<file path="src/rtl/cpu_control_unit.sv">
// Fetch/decode/execute sequencer for the 8-bit CPU; drives imem, register-file and ALU controls.
// Optional ILLEGAL_TRAP_EN: opcodes B-E halt the core with the illegal flag set instead of NOP.
module cpu_control_unit #(
    parameter int unsigned     PC_W     = 8,
    parameter int unsigned     DATA_W   = 8,
    parameter logic [PC_W-1:0] RESET_PC = '0
) (
    input  logic              clk,
    input  logic              rst,
    output logic              imem_req,
    output logic [PC_W-1:0]   imem_addr,
    input  logic [DATA_W-1:0] imem_rdata,
    input  logic              imem_valid,
    input  logic [DATA_W-1:0] alu_result,
    output logic [3:0]        alu_sel,
    output logic [1:0]        rf_ra,
    output logic [1:0]        rf_rb,
    output logic              rf_we,
    output logic [1:0]        rf_wa,
    output logic              rf_wsel,
    output logic [DATA_W-1:0] imm,
    output logic              zero_flag,
    output logic              halted,
    output logic              illegal
);

    localparam logic [2:0] StBoot   = 3'd0;
    localparam logic [2:0] StFetch  = 3'd1;
    localparam logic [2:0] StDecode = 3'd2;
    localparam logic [2:0] StExec   = 3'd3;
    localparam logic [2:0] StImm    = 3'd4;
    localparam logic [2:0] StHalt   = 3'd5;

    logic [2:0]        state_q, state_d;
    logic [PC_W-1:0]   pc_q, pc_d;
    logic [DATA_W-1:0] ir_q, ir_d;
    logic              z_q, z_d;
    logic [3:0]        op;
    logic [1:0]        rd, rs;
    logic [PC_W-1:0]   pc_inc;

    assign op        = ir_q[7:4];
    assign rd        = ir_q[3:2];
    assign rs        = ir_q[1:0];
    assign pc_inc    = pc_q + PC_W'(1);
    assign zero_flag = z_q;

`ifdef ILLEGAL_TRAP_EN
    logic illegal_q, illegal_d;
    assign illegal = illegal_q;

    always_ff @(posedge clk or posedge rst) begin
        if (rst) begin
            illegal_q <= 1'b0;
        end else begin
            illegal_q <= illegal_d;
        end
    end
`else
    assign illegal = 1'b0;
`endif

    always_ff @(posedge clk or posedge rst) begin
        if (rst) begin
            state_q <= StBoot;
            pc_q    <= RESET_PC;
            ir_q    <= '0;
            z_q     <= 1'b0;
        end else begin
            state_q <= state_d;
            pc_q    <= pc_d;
            ir_q    <= ir_d;
            z_q     <= z_d;
        end
    end

    always_comb begin
        state_d   = state_q;
        pc_d      = pc_q;
        ir_d      = ir_q;
        z_d       = z_q;
`ifdef ILLEGAL_TRAP_EN
        illegal_d = illegal_q;
`endif
        imem_req  = 1'b0;
        imem_addr = '0;
        alu_sel   = 4'h0;
        rf_ra     = 2'd0;
        rf_rb     = 2'd0;
        rf_we     = 1'b0;
        rf_wa     = 2'd0;
        rf_wsel   = 1'b0;
        imm       = '0;
        halted    = 1'b0;

        case (state_q)
            StBoot: state_d = StFetch;
            StFetch: begin
                imem_req  = 1'b1;
                imem_addr = pc_q;
                if (imem_valid) begin
                    ir_d    = imem_rdata;
                    pc_d    = pc_inc;
                    state_d = StDecode;
                end
            end
            StDecode: begin
                rf_ra = rd;
                rf_rb = rs;
                if (!op[3]) begin
                    state_d = StExec;
                end else if (op == 4'h8 || op == 4'h9 || op == 4'hA) begin
                    state_d = StImm;
                end else if (op == 4'hF) begin
                    state_d = StHalt;
                end else begin
`ifdef ILLEGAL_TRAP_EN
                    illegal_d = 1'b1;
                    state_d   = StHalt;
`else
                    state_d   = StFetch;
`endif
                end
            end
            StExec: begin
                alu_sel = op;
                rf_ra   = rd;
                rf_rb   = rs;
                rf_we   = 1'b1;
                rf_wa   = rd;
                z_d     = (alu_result == '0);
                state_d = StFetch;
            end
            StImm: begin
                imem_req  = 1'b1;
                imem_addr = pc_q;
                if (imem_valid) begin
                    state_d = StFetch;
                    case (op)
                        4'h8: begin
                            rf_we   = 1'b1;
                            rf_wa   = rd;
                            rf_wsel = 1'b1;
                            imm     = imem_rdata;
                            z_d     = (imem_rdata == '0);
                            pc_d    = pc_inc;
                        end
                        4'h9:    pc_d = PC_W'(imem_rdata);
                        4'hA:    pc_d = z_q ? PC_W'(imem_rdata) : pc_inc;
                        default: pc_d = pc_inc;
                    endcase
                end
            end
            StHalt:  halted = 1'b1;
            default: state_d = StBoot;
        endcase
    end

endmodule
</file>
<file path="config.mk">
export PLATFORM = sky130hd
export DESIGN_NAME = cpu_control_unit
export DESIGN_NICKNAME = d
export VERILOG_FILES = /design/src/rtl/cpu_control_unit.sv
export SDC_FILE = /design/constraint.sdc
export NUM_CORES = 1
export LEC_CHECK = 0
export ABC_AREA = 1
export BUFFER_PORTS_ARGS = -buffer_cell sky130_fd_sc_hd__buf_2
export CAP_MARGIN = 20
export CORE_MARGIN = 3
export CORE_UTILIZATION = 33
export CTS_CLUSTER_DIAMETER = 80
export DETAILED_ROUTE_END_ITERATION = 7
export GPL_ROUTABILITY_DRIVEN = 0
export PLACE_DENSITY_LB_ADDON = 0.08
export SETUP_SLACK_MARGIN = 0.2
export SYNTH_ARGS = -nofsm -noshare
export SYNTH_HDL_FRONTEND = slang
export SYNTH_SLANG_ARGS = --single-unit
</file>
<file path="constraint.sdc">
create_clock -name clk -period 2 [get_ports clk]
set_input_delay 0.1 -clock clk [delete_from_list [all_inputs] [get_ports clk]]
set_output_delay 0.1 -clock clk [all_outputs]
set_load 0.05 [all_outputs]
</file>
* After elaboration in Yosys (flattened, before gate mapping)
Index checks and enable logic that the tools add are counted.
Storage, ports and cells: register bits 20, input port bits 19, output and inout port bits 32
Cells by class: add/subtract/negate cells 1, eq/ne operators 12, mux-type cells 30, bitwise gates (word level) 1, reduce and logical (&&, ||, !) cells 14
Operators by type and width (number):
- $mux W8 | 7
- $pmux W8 S2 | 2
- $eq A4 B4 Y1 const B | 4
- $logic_not A8 Y1 | 2
- $mux W3 | 5
- $pmux W3 S5 | 1
- $reduce_and A3 Y1 | 3
- $add A8 B1 Y8 const B | 1
- $mux W2 | 4
- $mux W1 | 7
- $eq A3 B2 Y1 const B | 2
- $eq A3 B3 Y1 const B | 2
- $ne A2 B2 Y1 const B | 3
- $reduce_or A2 Y1 | 3
- $mux W4 | 1
- $pmux W1 S2 | 2
- $pmux W2 S2 | 1
- $reduce_bool A2 Y1 | 2
- $eq A3 B1 Y1 const B | 1
- $logic_not A3 Y1 | 1
- $logic_or A1 B1 Y1 | 2
- $reduce_and A2 Y1 | 1
- $not A1 Y1 | 1

* Longest topological paths before layout
Gate-level depths: netlist of the first run.
word-level depth 6, gate-level depth with buffers 10

* Least setup slack after synthesis of the first run
OpenSTA, ideal clock, no wires.
kind register to output, start register state_q[0], end output rf_wa[0], data arrival time 1.850 ns, data required time 1.900 ns, slack 0.050 ns, cell stages (with the launch flop) 8, cell sequence dfrtp_1 inv_1 nand2_1 nor2_8 nand4_4 nand2_4 inv_1 nor2_1
On the way: longest elaborated chain between the ends 2
Ends and longest elaborated chain:
- from (decl) | line 34 | logic [2:0] state_q, state_d;
- from (signal assigned) | line 65 | state_q <= StBoot;
- from (signal assigned) | line 70 | state_q <= state_d;
- $eq A3 B3 Y1 / $eq A3 B2 Y1 (equally long branches) | line 96 | case (state_q)
- $pmux W2 S2 * | line 96
- to (decl) | line 19 | output logic [1:0] rf_wa,
Every way passes the cells marked *; elsewhere a longest branch is shown, timed or not.

* Final worst setup path of the first run
Ends and elaborated chain as after synthesis.

==> flow_summary_export.csv, run 1 <==
group,metric,value,unit
logic_synthesis,postSynthRegisterBits,20,
hold_path,holdPathEnd,"pc_q[7]",
place,place.detailed.instances,343,
logic_synthesis,post_synth_simple_gate_area,45.42,%
logic_synthesis,synthesis.area_per_instance,6.210,um^2
place,detailed_place_hpwl,3.383,mm
sta,final_hold_violation_count,0,
logic_synthesis,post_synth_most_frequent_cells,"sky130_fd_sc_hd__nand2_1, sky130_fd_sc_hd__nor2_1, sky130_fd_sc_hd__inv_1",
hold_path,min-delay-start,"imem_rdata[7]",
power,power.density,1554,nW/um^2
setup_path,timing.rr.end,"ir_q[4]",
sta,fmax,580.8,MHz
hold_path,class_of_the_tightest_hold_or_removal_check,"primary input to register",
setup_path,timing.rr.start,"state_q[1]",
finish,multi_input_area,867.1,um^2
cts,clkLatencyLatePin,260,ps
setup_path,critPathRequiredTime,1900,ps
setup_path,worst_path_largest_cell_delay,430,ps
logic_synthesis,mux_share_of_post_synthesis_cell_area,0,%
setup_path,endpoint_kind,"primary output",
logic_synthesis,post_synth_xor_area_fraction,0.5780,%
sta,period_minus_slack,1722,ps
global_routing,first_global_vias,1532,
setup_path,crit_path_start_kind,"register",
setup_path,cp.depth,8,
global_routing,grt_antenna_before_repair,0,
drt,post-route-drc-count,0,
place,port-buffer-count,49,
floorplan,floorplan.initialDensity,34.56,%
floorplan,row_count,24,
finish,area_growth,30.64,%
power,total_leakage_power,0.001164,uW
logic_synthesis,synth_top_family_by_area,"simple AND/OR/NAND/NOR gates",
drt,via_count,1624,
finish,drive_gt1_share,27.39,%
sta,fin_worst_hold_slack,158.9,ps
global_routing,globalRoute.totalOverflow,0,
logic_synthesis,synthArstFlopShare,100.0,%
drt,drtPass1Iterations,4,
cts,cts.sink_count,20,
drt,viasPerCell,4.575,
setup_path,worst_path_max_delay_cell,"sky130_fd_sc_hd__dfrtp_1",
logic_synthesis,number_of_nets_in_the_synthesized_netlist,264,
setup_path,worstPathCellList,"inv_2 -> nand2_4 -> nor2_8 -> nand4_4 -> nand2_4 -> inv_1 -> nor2_2 -> buf_6",
logic_synthesis,synth.area.top_cells,"sky130_fd_sc_hd__dfrtp_1, sky130_fd_sc_hd__nand2_1, sky130_fd_sc_hd__nor2_1",
floorplan,die_area,5441,um^2
setup_path,rr_worst_depth,5,
setup_path,top_fanout_value_on_the_critical_path,5,
sta,final.period_utilization,86.08,%
logic_synthesis,synth_warnings,0,
setup_path,timing.critical_path.max_delay_family,"simple AND/OR/NAND/NOR gates",
sta,rsz0062_at_grt,"no",
cts,tritoncts,"done",
finish,number_of_inserted_filler_cells_in_the_final_layout,496,
cts,buffer_levels_on_the_longest_clock_path,2,
drt,starting_drt_drc_count,67,
finish,fin_cells,355,
logic_synthesis,cell_count_after_synthesis,244,
logic_synthesis,synth.cell_area,1515,um^2
global_routing,global_route_wire_length_before_repair,7.196,mm
logic_synthesis,synth.top_cell.area_share,33.03,%
setup_path,rrSetupSlack,430,ps
setup_path,timing.critical_path.arrival,1620,ps
floorplan,floorplan.core_area,4384,um^2
power,vdd.ir_drop.worst,548.6,uV
sta,tns,0,ps
logic_synthesis,yosysMostFrequentCell,"sky130_fd_sc_hd__nand2_1",
hold_path,min_delay_path_depth,5,
logic_synthesis,synth-adder-area-share,0.8258,%
drt,ant_nets,0,
flow_run,maxCapViolCount,0,
floorplan,ios,51,
logic_synthesis,synth-edff-count,0,
sta,report.final.setup_viol,0,
finish,antenna_diode_count,0,
finish,register_area,501.7,um^2
cts,cts_made_buffers,3,
setup_path,worstPathBufferInverterCount,3,
global_routing,track_usage,17.25,%
logic_synthesis,synth.yosys.seq_area_share,33.03,%
drt,post_drt_wl_per_cell,12.68,um
status,outcome,"complete, no violations",
logic_synthesis,post_synth_top_area_cell,"sky130_fd_sc_hd__dfrtp_1",
cts,clock_transition_at_the_registers_of_the_reported_paths,80,ps
logic_synthesis,yosys_most_used_dff,"sky130_fd_sc_hd__dfrtp_1",
sta,slew_viol_final,0,
global_routing,grt_start_max_net_pins,21,
cts,cts-htree-levels,1,
sta,skew,0.7472,ps
cts,cts_root_buf,"sky130_fd_sc_hd__clkbuf_8",
logic_synthesis,synthDistinctLibCells,26,
floorplan,chipHeight,73.76,um
setup_path,setup.worst_path.class,"register to primary output",
logic_synthesis,compound_cell_area_share_of_the_yosys_netlist,8.010,%
floorplan,chipWidth,73.76,um
finish,nNetsFinal,325,
setup_path,top_cell_by_count_worst_path,"sky130_fd_sc_hd__nand2_4",
drt,drt_wl_total,4.502,mm
==> layout make-up <==
cell class                      instances  area share [%]
Multi-Input combinational cell        181           43.81
Inverter                               41           7.901
Timing Repair Buffer                   58           17.57
Tap cell                               52           3.287
Sequential cell                        20           25.35
Clock buffer                            3           2.086
==> worst max path at each step <==
stage	from	endpoint	slack, ps
2_1_floorplan	state_q[0]	rf_wa[0]	50
3_3_place_gp	state_q[0]	imem_addr[2]	340
3_5_place_dp	state_q[0]	rf_wa[0]	350
4_1_cts	ir_q[4]	rf_wa[1]	230
5_1_grt	state_q[1]	imem_addr[0]	180
6_report	state_q[0]	rf_wa[0]	280
==> logic make-up after synthesis <==
| logic type | after synthesis |
|---|---|
| DFF | 20 |
| buffers and inverters | 44 |
| and+or+nand+nor | 154 |
| AOI/OAI and AO/OA | 23 |
| adders and majority gates | 1 |
| xor gates and xnor gates | 1 |
| other | 1 |
==> what timing repair did <==
action                     in CTS  in global routing
pin swaps                       1                  4
buffers inserted                1                  6
hold buffers                    1                  0
gates resized for setup         5                 11
cloned                          1                  0
hold endpoints to repair       20                  0
setup endpoints to repair      19                 20
==> cells in the final DEF, fill, tap and decap left out, types with 2 or more instances in the layout <==
cell type / n
sky130_fd_sc_hd__a21oi_1: 7
sky130_fd_sc_hd__buf_2: 44
sky130_fd_sc_hd__buf_4: 7
sky130_fd_sc_hd__buf_6: 2
sky130_fd_sc_hd__clkbuf_4: 3
sky130_fd_sc_hd__clkbuf_8: 3
sky130_fd_sc_hd__dfrtp_1: 19
sky130_fd_sc_hd__inv_1: 36
sky130_fd_sc_hd__inv_2: 4
sky130_fd_sc_hd__nand2_1: 65
sky130_fd_sc_hd__nand2_2: 2
sky130_fd_sc_hd__nand2_4: 3
sky130_fd_sc_hd__nand3_1: 12
sky130_fd_sc_hd__nand4_1: 4
sky130_fd_sc_hd__nor2_1: 58
sky130_fd_sc_hd__nor2_2: 3
sky130_fd_sc_hd__nor2_4: 4
sky130_fd_sc_hd__o21ai_0: 12
sky130_fd_sc_hd__o21ai_1: 2
==> stage by stage <==
step | area [um^2] | worst slack, ps | util, % | power, uW
6_report | 1979 | 278.3 | 45.15 | 3077
5_1_grt | 1979 | 177.8 | 45.15 | 3353
3_5_place_dp | 1809 | 354.0 | 41.27 | 2657
4_1_cts | 1894 | 230.5 | 43.21 | 2976
3_3_place_gp | 1809 | 335.4 | 41.27 | 2664
2_1_floorplan | 1515 | 49.90 | - | 2263
==> state kept, by name, indices dropped and copies added, names as in the netlist <==
register   cells
ir_q           8
pc_q           8
state_q        3
zero_flag      1
==> power by group <==
part           total, uW  switching [uW]  internal (uW)
Sequential           775             198            576
Clock                275             141            135
Combinational       2030            1440            586
==> layer usage <==
layer | GRT usage [%] | wire length (um) | share of wire (%) | up-vias
met1 | 24.06 | 2164 | 48 | 721
li1 | - | - | - | 861
met2 | 27.26 | 2068 | 46 | 36
met3 | 2.326 | 207 | 4.6 | 6
met5 | 0 | 0 | 0 | -
met4 | 5.835 | 61 | 1.4 | 0
==> tightest hold or removal path, stage by stage <==
cell and delay [ps]:
sky130_fd_sc_hd__buf_2 90, sky130_fd_sc_hd__nand2_1 50, sky130_fd_sc_hd__nand2_1 50, sky130_fd_sc_hd__nand2_1 40, sky130_fd_sc_hd__nand2_1 50
Power figures use the tool's default switching activity.
==> inputs of run 2 (changes only) <==
--- a/config.mk
+++ b/config.mk
@@ -5,7 +5,6 @@
 export SDC_FILE = /design/constraint.sdc
 export NUM_CORES = 1
 export LEC_CHECK = 0
-export ABC_AREA = 1
 export BUFFER_PORTS_ARGS = -buffer_cell sky130_fd_sc_hd__buf_2
 export CAP_MARGIN = 20
 export CORE_MARGIN = 3
@@ -15,6 +14,7 @@
 export GPL_ROUTABILITY_DRIVEN = 0
 export PLACE_DENSITY_LB_ADDON = 0.08
 export SETUP_SLACK_MARGIN = 0.2
+export SLEW_MARGIN = 5
 export SYNTH_ARGS = -nofsm -noshare
 export SYNTH_HDL_FRONTEND = slang
 export SYNTH_SLANG_ARGS = --single-unit
==> run 2 against run 1 <==
Net effect: routed wire length fell by 19%; final area down 3.2%; the run now ends with hold timing left; maximum frequency decreased by 9.4%; highest routed layer unchanged.
==> flow_summary_export.csv, run 2 <==
group,metric,value,unit
setup_path,worstPathBufferInverterCount,1,
logic_synthesis,synthDistinctLibCells,48,
cts,cts_made_buffers,3,
floorplan,floorplan.initialDensity,35.51,%
sta,max_slew.worst_pin.slew,809.2,ps
finish,nNetsFinal,223,
sta,report.final.setup_viol,0,
global_routing,track_usage,15.26,%
drt,post-route-drc-count,0,
cts,clock_transition_at_the_registers_of_the_reported_paths,70,ps
drt,starting_drt_drc_count,14,
global_routing,global_route_wire_length_before_repair,6.120,mm
power,power.density,1714,nW/um^2
power,total_leakage_power,0.0009583,uW
setup_path,timing.critical_path.arrival,1800,ps
cts,cts.sink_count,20,
status,failed_checks,"hold timing",
finish,design_area,1917,um^2
drt,via_count,1279,
floorplan,chipHeight,69.93,um
logic_synthesis,cell_count_after_synthesis,144,
power,fin_total_pwr,3286,uW
floorplan,floorplan.core_area,3799,um^2
drt,ant_nets,0,
sta,tns,0,ps
global_routing,grt_start_max_net_pins,21,
logic_synthesis,post_synth_most_frequent_cells,"sky130_fd_sc_hd__dfrtp_1, sky130_fd_sc_hd__and2_1, sky130_fd_sc_hd__nand2_1",
sta,max_slew_margin,46.00,%
setup_path,worst_path_largest_cell_delay,410,ps
sta,final.period_utilization,94.96,%
flow_run,maxCapViolCount,0,
logic_synthesis,post_synth_top_area_cell,"sky130_fd_sc_hd__dfrtp_1",
logic_synthesis,synth.yosys.seq_area_share,37.11,%
global_routing,globalRoute.totalOverflow,0,
finish,layout_common_cells,"sky130_fd_sc_hd__buf_2, sky130_fd_sc_hd__dfrtp_1, sky130_fd_sc_hd__nand2_1, sky130_fd_sc_hd__buf_4",
setup_path,worstPathCellList,"or3b_4 -> nor4_4 -> a21oi_2 -> and2b_4 -> buf_8",
status,outcome,"finished, violations left",
sta,fmax,526.5,MHz
cts,buffer_levels_on_the_longest_clock_path,2,
drt,met2RoutedLength,1.874,mm
sta,rsz0062_at_grt,"yes",
finish,area_growth,42.12,%
logic_synthesis,synth.area.top_cells,"sky130_fd_sc_hd__dfrtp_1, sky130_fd_sc_hd__mux2_2, sky130_fd_sc_hd__and2_1",
finish,layout_commonest_cell,"sky130_fd_sc_hd__buf_2",
logic_synthesis,synthesis.area_per_instance,9.367,um^2
drt,drt_wl_total,3.637,mm
floorplan,die_area,4890,um^2
logic_synthesis,yosysMostFrequentCell,"sky130_fd_sc_hd__dfrtp_1",
sta,fin_worst_hold_slack,-10.73,ps
finish,number_of_inserted_filler_cells_in_the_final_layout,385,
cts,tritoncts,"done",
cts,cts-htree-levels,1,
floorplan,chipWidth,69.93,um
sta,skew,2.740,ps
hold_path,class_of_the_tightest_hold_or_removal_check,"primary input to asynchronous set/reset pin",
setup_path,timing.critical_path.max_delay_family,"simple AND/OR/NAND/NOR gates",
power,vdd.ir_drop.worst,713.3,uV
floorplan,ios,51,
setup_path,crit_path_start_kind,"register",
setup_path,critPathRequiredTime,1900,ps
drt,dr.max_layer_used,"met4",
finish,drive_gt1_share,48.26,%
logic_synthesis,yosys_most_used_dff,"sky130_fd_sc_hd__dfrtp_1",
finish,antenna_diode_count,0,
logic_synthesis,synth.top_cell.area_share,37.11,%
place,port-buffer-count,49,
setup_path,worst_path_max_delay_cell,"sky130_fd_sc_hd__or3b_4",
place,place_area,1679,um^2
setup_path,setup.worst_path.class,"register to primary output",
logic_synthesis,synth-edff-count,0,
setup_path,endpoint_kind,"primary output",
place,detailed_place_hpwl,2.816,mm
setup_path,top_fanout_value_on_the_critical_path,4,
logic_synthesis,number_of_nets_in_the_synthesized_netlist,164,
logic_synthesis,synth_warnings,0,
sta,period_minus_slack,1899,ps
finish,registers_with_the_most_flip_flops,"ir_q: 8 flops, pc_q: 8 flops, state_q: 3 flops",
sta,slew_viol_final,0,
drt,viasPerCell,5.137,
drt,drtPass1Iterations,4,
logic_synthesis,postSynthRegisterBits,20,
cts,cts_root_buf,"sky130_fd_sc_hd__clkbuf_8",
drt,wirelength_met1,1.597,mm
floorplan,row_count,22,
cts,clkLatencyLatePin,250,ps
sta,final_hold_violation_count,20,
global_routing,first_global_vias,1270,
logic_synthesis,synthArstFlopShare,100.0,%
logic_synthesis,synth.cell_area,1349,um^2
cts,hold_buffers,0,
drt,met3_wirelength,148,um
drt,post_drt_wl_per_cell,14.61,um
global_routing,grt_antenna_before_repair,0,
[run 2: cell types whose count changed after synthesis, sizes merged, moves of 9 or more]
cell / change
and2: +19
inv: -34
mux2: +9
nand2: -59
nor2: -60
o21ai: -13
[run 2: worst paths after layout]
kind | end | cells after the start | from | slack [ps]
min | ir_q[2] | 2 | rst | -10
min reg2reg | ir_q[1] | 1 | ir_q[1] | 510
max reg2reg | pc_q[3] | 5 | state_q[0] | 250
min in group clk | ir_q[1] | 2 | imem_rdata[1] | 130
max | rf_wa[1] | 5 | state_q[0] | 100
max in group asynchronous | state_q[2] | 2 | rst | 1450
[run 2: area by class of cell]
type	instances	area (um^2)	share of cell area [%]
Multi-Input combinational cell	110	828.3	43.21
Clock buffer	3	41.29	2.154
Tap cell	48	60.06	3.133
Timing Repair Buffer	61	457.9	23.89
Sequential cell	20	503.0	26.24
Inverter	7	26.28	1.371
[run 2: power by group]
group | switching (uW) | internal [uW] | total (uW)
Sequential | 205 | 587 | 792
Clock | 131 | 134 | 265
Combinational | 1450 | 781 | 2230
[run 2: what timing repair did]
action / CTS / global route
pin swaps: 7 / 2
setup endpoints to repair: 12 / 28
gates resized for setup: 41 / 11
buffers inserted: 2 / 3
[run 2: cells by family after synthesis]
logic type / count (synthesis) / synth area share [%]
AND/OR/NAND/NOR: 68 / 30.80
buffers and inverters: 14 / 4.917
AO/OA/AOI/OAI: 23 / 12.52
multiplexers: 14 / 11.50
other: 1 / 0.2780
flip-flops: 20 / 37.11
adder cells (fa/ha/maj): 1 / 0.9275
XOR/XNOR: 3 / 1.948
[run 2: layer usage]
metal / up-vias / GRT usage (%)
li1: 627 / -
met1: 618 / 19.46
met2: 32 / 26.44
met3: 2 / 2.446
met4: 0 / 4.468
met5: - / 0
[run 2: stage by stage]
step | worst slack, ps | cells | utilization [%] | hold WS [ps]
4_1_cts | 2.246 | 246 | 48.88 | 28.74
5_1_grt | -19.76 | 249 | 50.46 | 55.60
2_1_floorplan | -108.5 | 144 | - | 63.83
3_3_place_gp | 225.5 | 241 | 44.20 | 303.9
6_report | 100.8 | 249 | 50.46 | -10.73
3_5_place_dp | 187.4 | 241 | 44.20 | 305.3
==> inputs of run 3 (changes only) <==
--- a/config.mk
+++ b/config.mk
@@ -12,7 +12,7 @@
 export CTS_CLUSTER_DIAMETER = 80
 export DETAILED_ROUTE_END_ITERATION = 7
 export GPL_ROUTABILITY_DRIVEN = 0
-export PLACE_DENSITY_LB_ADDON = 0.08
+export PLACE_DENSITY = 0.58
 export SETUP_SLACK_MARGIN = 0.2
 export SLEW_MARGIN = 5
 export SYNTH_ARGS = -nofsm -noshare
==> run 3 against run 2 <==
Net effect: the flow now finishes without violations; core utilization is 1.9 points higher; sequential power about the same; non-clock buffer count increased by 4; final area rose by 3.8%; register-to-register slack about the same; power is 6.8% higher; via count grew 5.0%; hold slack better by 130 ps; first-iteration DRC count increased to 3.8 times the previous value; clock-buffer cell count stayed put; critical path depth is the same; global-route usage is 1.2 points higher; critical path type unchanged.
==> flow_summary_export.csv, run 3 (synthesis gave the netlist of run 2 again) <==
group,metric,value,unit
status,outcome,"complete, no violations",
drt,ant_nets,0,
floorplan,floorplan.initialDensity,35.51,%
sta,slew_viol_final,0,
cts,cts-htree-levels,1,
drt,viasPerCell,5.287,
hold_path,min_delay_path_depth,2,
flow_run,maxCapViolCount,0,
sta,max_slew.worst_pin.slew,788.6,ps
finish,nNetsFinal,227,
finish,layout_commonest_cell,"sky130_fd_sc_hd__buf_2",
setup_path,rr_worst_depth,5,
floorplan,die_area,4890,um^2
hold_path,class_of_the_tightest_hold_or_removal_check,"primary input to register",
drt,post-route-drc-count,0,
sta,timing.final.ws_setup,109.7,ps
floorplan,floorplan.core_area,3799,um^2
sta,rsz0062_at_grt,"yes",
sta,period_minus_slack,1890,ps
setup_path,critPathRequiredTime,1900,ps
place,detailed_place_hpwl,2.859,mm
setup_path,timing.critical_path.arrival,1790,ps
power,total_leakage_power,0.0009923,uW
drt,via_count,1343,
hold_path,min-delay-start,"imem_rdata[1]",
finish,layout_common_cells,"sky130_fd_sc_hd__buf_2, sky130_fd_sc_hd__dfrtp_1, sky130_fd_sc_hd__buf_4, sky130_fd_sc_hd__nand2_1, sky130_fd_sc_hd__buf_8",
finish,antenna_diode_count,0,
global_routing,grt_antenna_before_repair,0,
drt,starting_drt_drc_count,53,
drt,drt_wl_total,3.882,mm
setup_path,top_fanout_value_on_the_critical_path,5,
finish,registers_with_the_most_flip_flops,"ir_q: 8 flops, pc_q: 8 flops, state_q: 3 flops",
place,port-buffer-count,49,
sta,max_slew_margin,47.37,%
drt,post_drt_wl_per_cell,15.28,um
finish,area_growth,47.50,%
place,place.detailed.instances,239,
setup_path,timing.rr.start,"ir_q[6]",
global_routing,global_route_wire_length_before_repair,6.555,mm
sta,fmax,529.0,MHz
global_routing,track_usage,16.48,%
cts,cts_made_buffers,3,
finish,fin_cells,254,
place,dp_worst_setup_slack,250.6,ps
floorplan,chipWidth,69.93,um
power,power.sequential.fraction,22.6,%
cts,clock_transition_at_the_registers_of_the_reported_paths,80,ps
cts,cts.sink_count,20,
power,pwr-share-comb,65.7,%
setup_path,endpoint_kind,"primary output",
sta,skew,6.527,ps
cts,cts_root_buf,"sky130_fd_sc_hd__clkbuf_8",
floorplan,row_count,22,
sta,report.final.setup_viol,0,
power,internal_power,1672,uW
power,vdd.ir_drop.worst,594.8,uV
power,p_sw_share,52.35,%
sta,final_hold_violation_count,0,
floorplan,ios,51,
power,power.clock.fraction,11.7,%
global_routing,first_global_vias,1352,
drt,drtPass1Iterations,4,
setup_path,worst_setup_path_startpoint,"ir_q[6]",
power,power.density,1764,nW/um^2
cts,clkLatencyLatePin,260,ps
floorplan,chipHeight,69.93,um
global_routing,globalRoute.totalOverflow,0,
global_routing,grt_start_max_net_pins,21,
finish,drive_gt1_share,49.03,%
cts,buffer_levels_on_the_longest_clock_path,2,
sta,final.period_utilization,94.52,%
cts,tritoncts,"done",
power,power.net_switching,1837,uW
setup_path,setup.worst_path.class,"register to primary output",
setup_path,crit_path_start_kind,"register",
## run 3: changes by cell type in the layout (fill, tap and decap cells not counted)
cell	previous run	this run
sky130_fd_sc_hd__buf_6	4	3
sky130_fd_sc_hd__buf_4	11	14
sky130_fd_sc_hd__and2_2	1	0
sky130_fd_sc_hd__buf_8	10	11
sky130_fd_sc_hd__bufinv_16	0	1
sky130_fd_sc_hd__and2_4	8	9
sky130_fd_sc_hd__dlygate4sd3_1	0	1
sky130_fd_sc_hd__nor2_4	1	2
sky130_fd_sc_hd__nor2_2	1	0
## run 3: cell type report
class	count	area [um^2]
flip-flops and latches	20	503.0
clock buffers	3	41.29
clock inverters	1	30.03
repair buffers	65	494.2
fillers	367	1809
multi-input cells	110	834.6
inverters	7	26.28
well taps	48	60.06
## run 3: power by group through the flow
stage	Combinational [uW]	Sequential, uW	Clock [uW]
after floorplan	1660	722	0
after detailed placement	2050	810	0
after global routing	2480	822	435
final	2310	793	410
after global placement	2010	795	0
after CTS	2180	790	416
## run 3: path summary, 6_finish.rpt
check | end | slack, ps
max | imm[4] | 110
min | ir_q[1] | 120
max reg2reg | pc_q[3] | 250
min reg2reg | ir_q[0] | 510
max in group asynchronous | state_q[1] | 930
min in group asynchronous | pc_q[0] | 520
## run 3: repair_timing
action	4_1_cts	5_1_grt
setup endpoints to repair	18	37
setup buffers	4	5
gates resized for setup	46	11
gates cloned	1	0
hold buffers	1	0
pin swaps	10	4
hold endpoints to repair	12	0
## run 3: critical path: stages, from the launching register on
cell,delay [ps]
sky130_fd_sc_hd__dfrtp_1,390
sky130_fd_sc_hd__or3b_4,420
sky130_fd_sc_hd__nor4_4,220
sky130_fd_sc_hd__buf_4,210
sky130_fd_sc_hd__and2_4,160
sky130_fd_sc_hd__buf_8,140
## run 3: metrics by stage
| step | total power (uW) | utilization [%] | hold slack (ps) | area (um^2) | setup TNS, ps |
|---|---|---|---|---|---|
| after floorplan | 2384 | - | 63.83 | 1361 | -837.7 |
| after global placement | 2808 | 43.81 | 290.7 | 1664 | 0 |
| after detailed placement | 2856 | 43.81 | 288.0 | 1664 | 0 |
| after CTS | 3384 | 50.33 | 117.8 | 1912 | 0 |
| after global routing | 3734 | 52.37 | 120.2 | 1989 | 0 |
| final | 3509 | 52.37 | 124.2 | 1989 | 0 |
## run 3: metal layers
metal,track usage (%),part of all wire (%),wire [um],up-vias
met1,19.84,41,1601,651
met5,0,0,0,-
met2,29.07,51,1991,47
met3,4.317,6.2,240,6
met4,4.043,1.3,49,0
li1,-,-,-,639
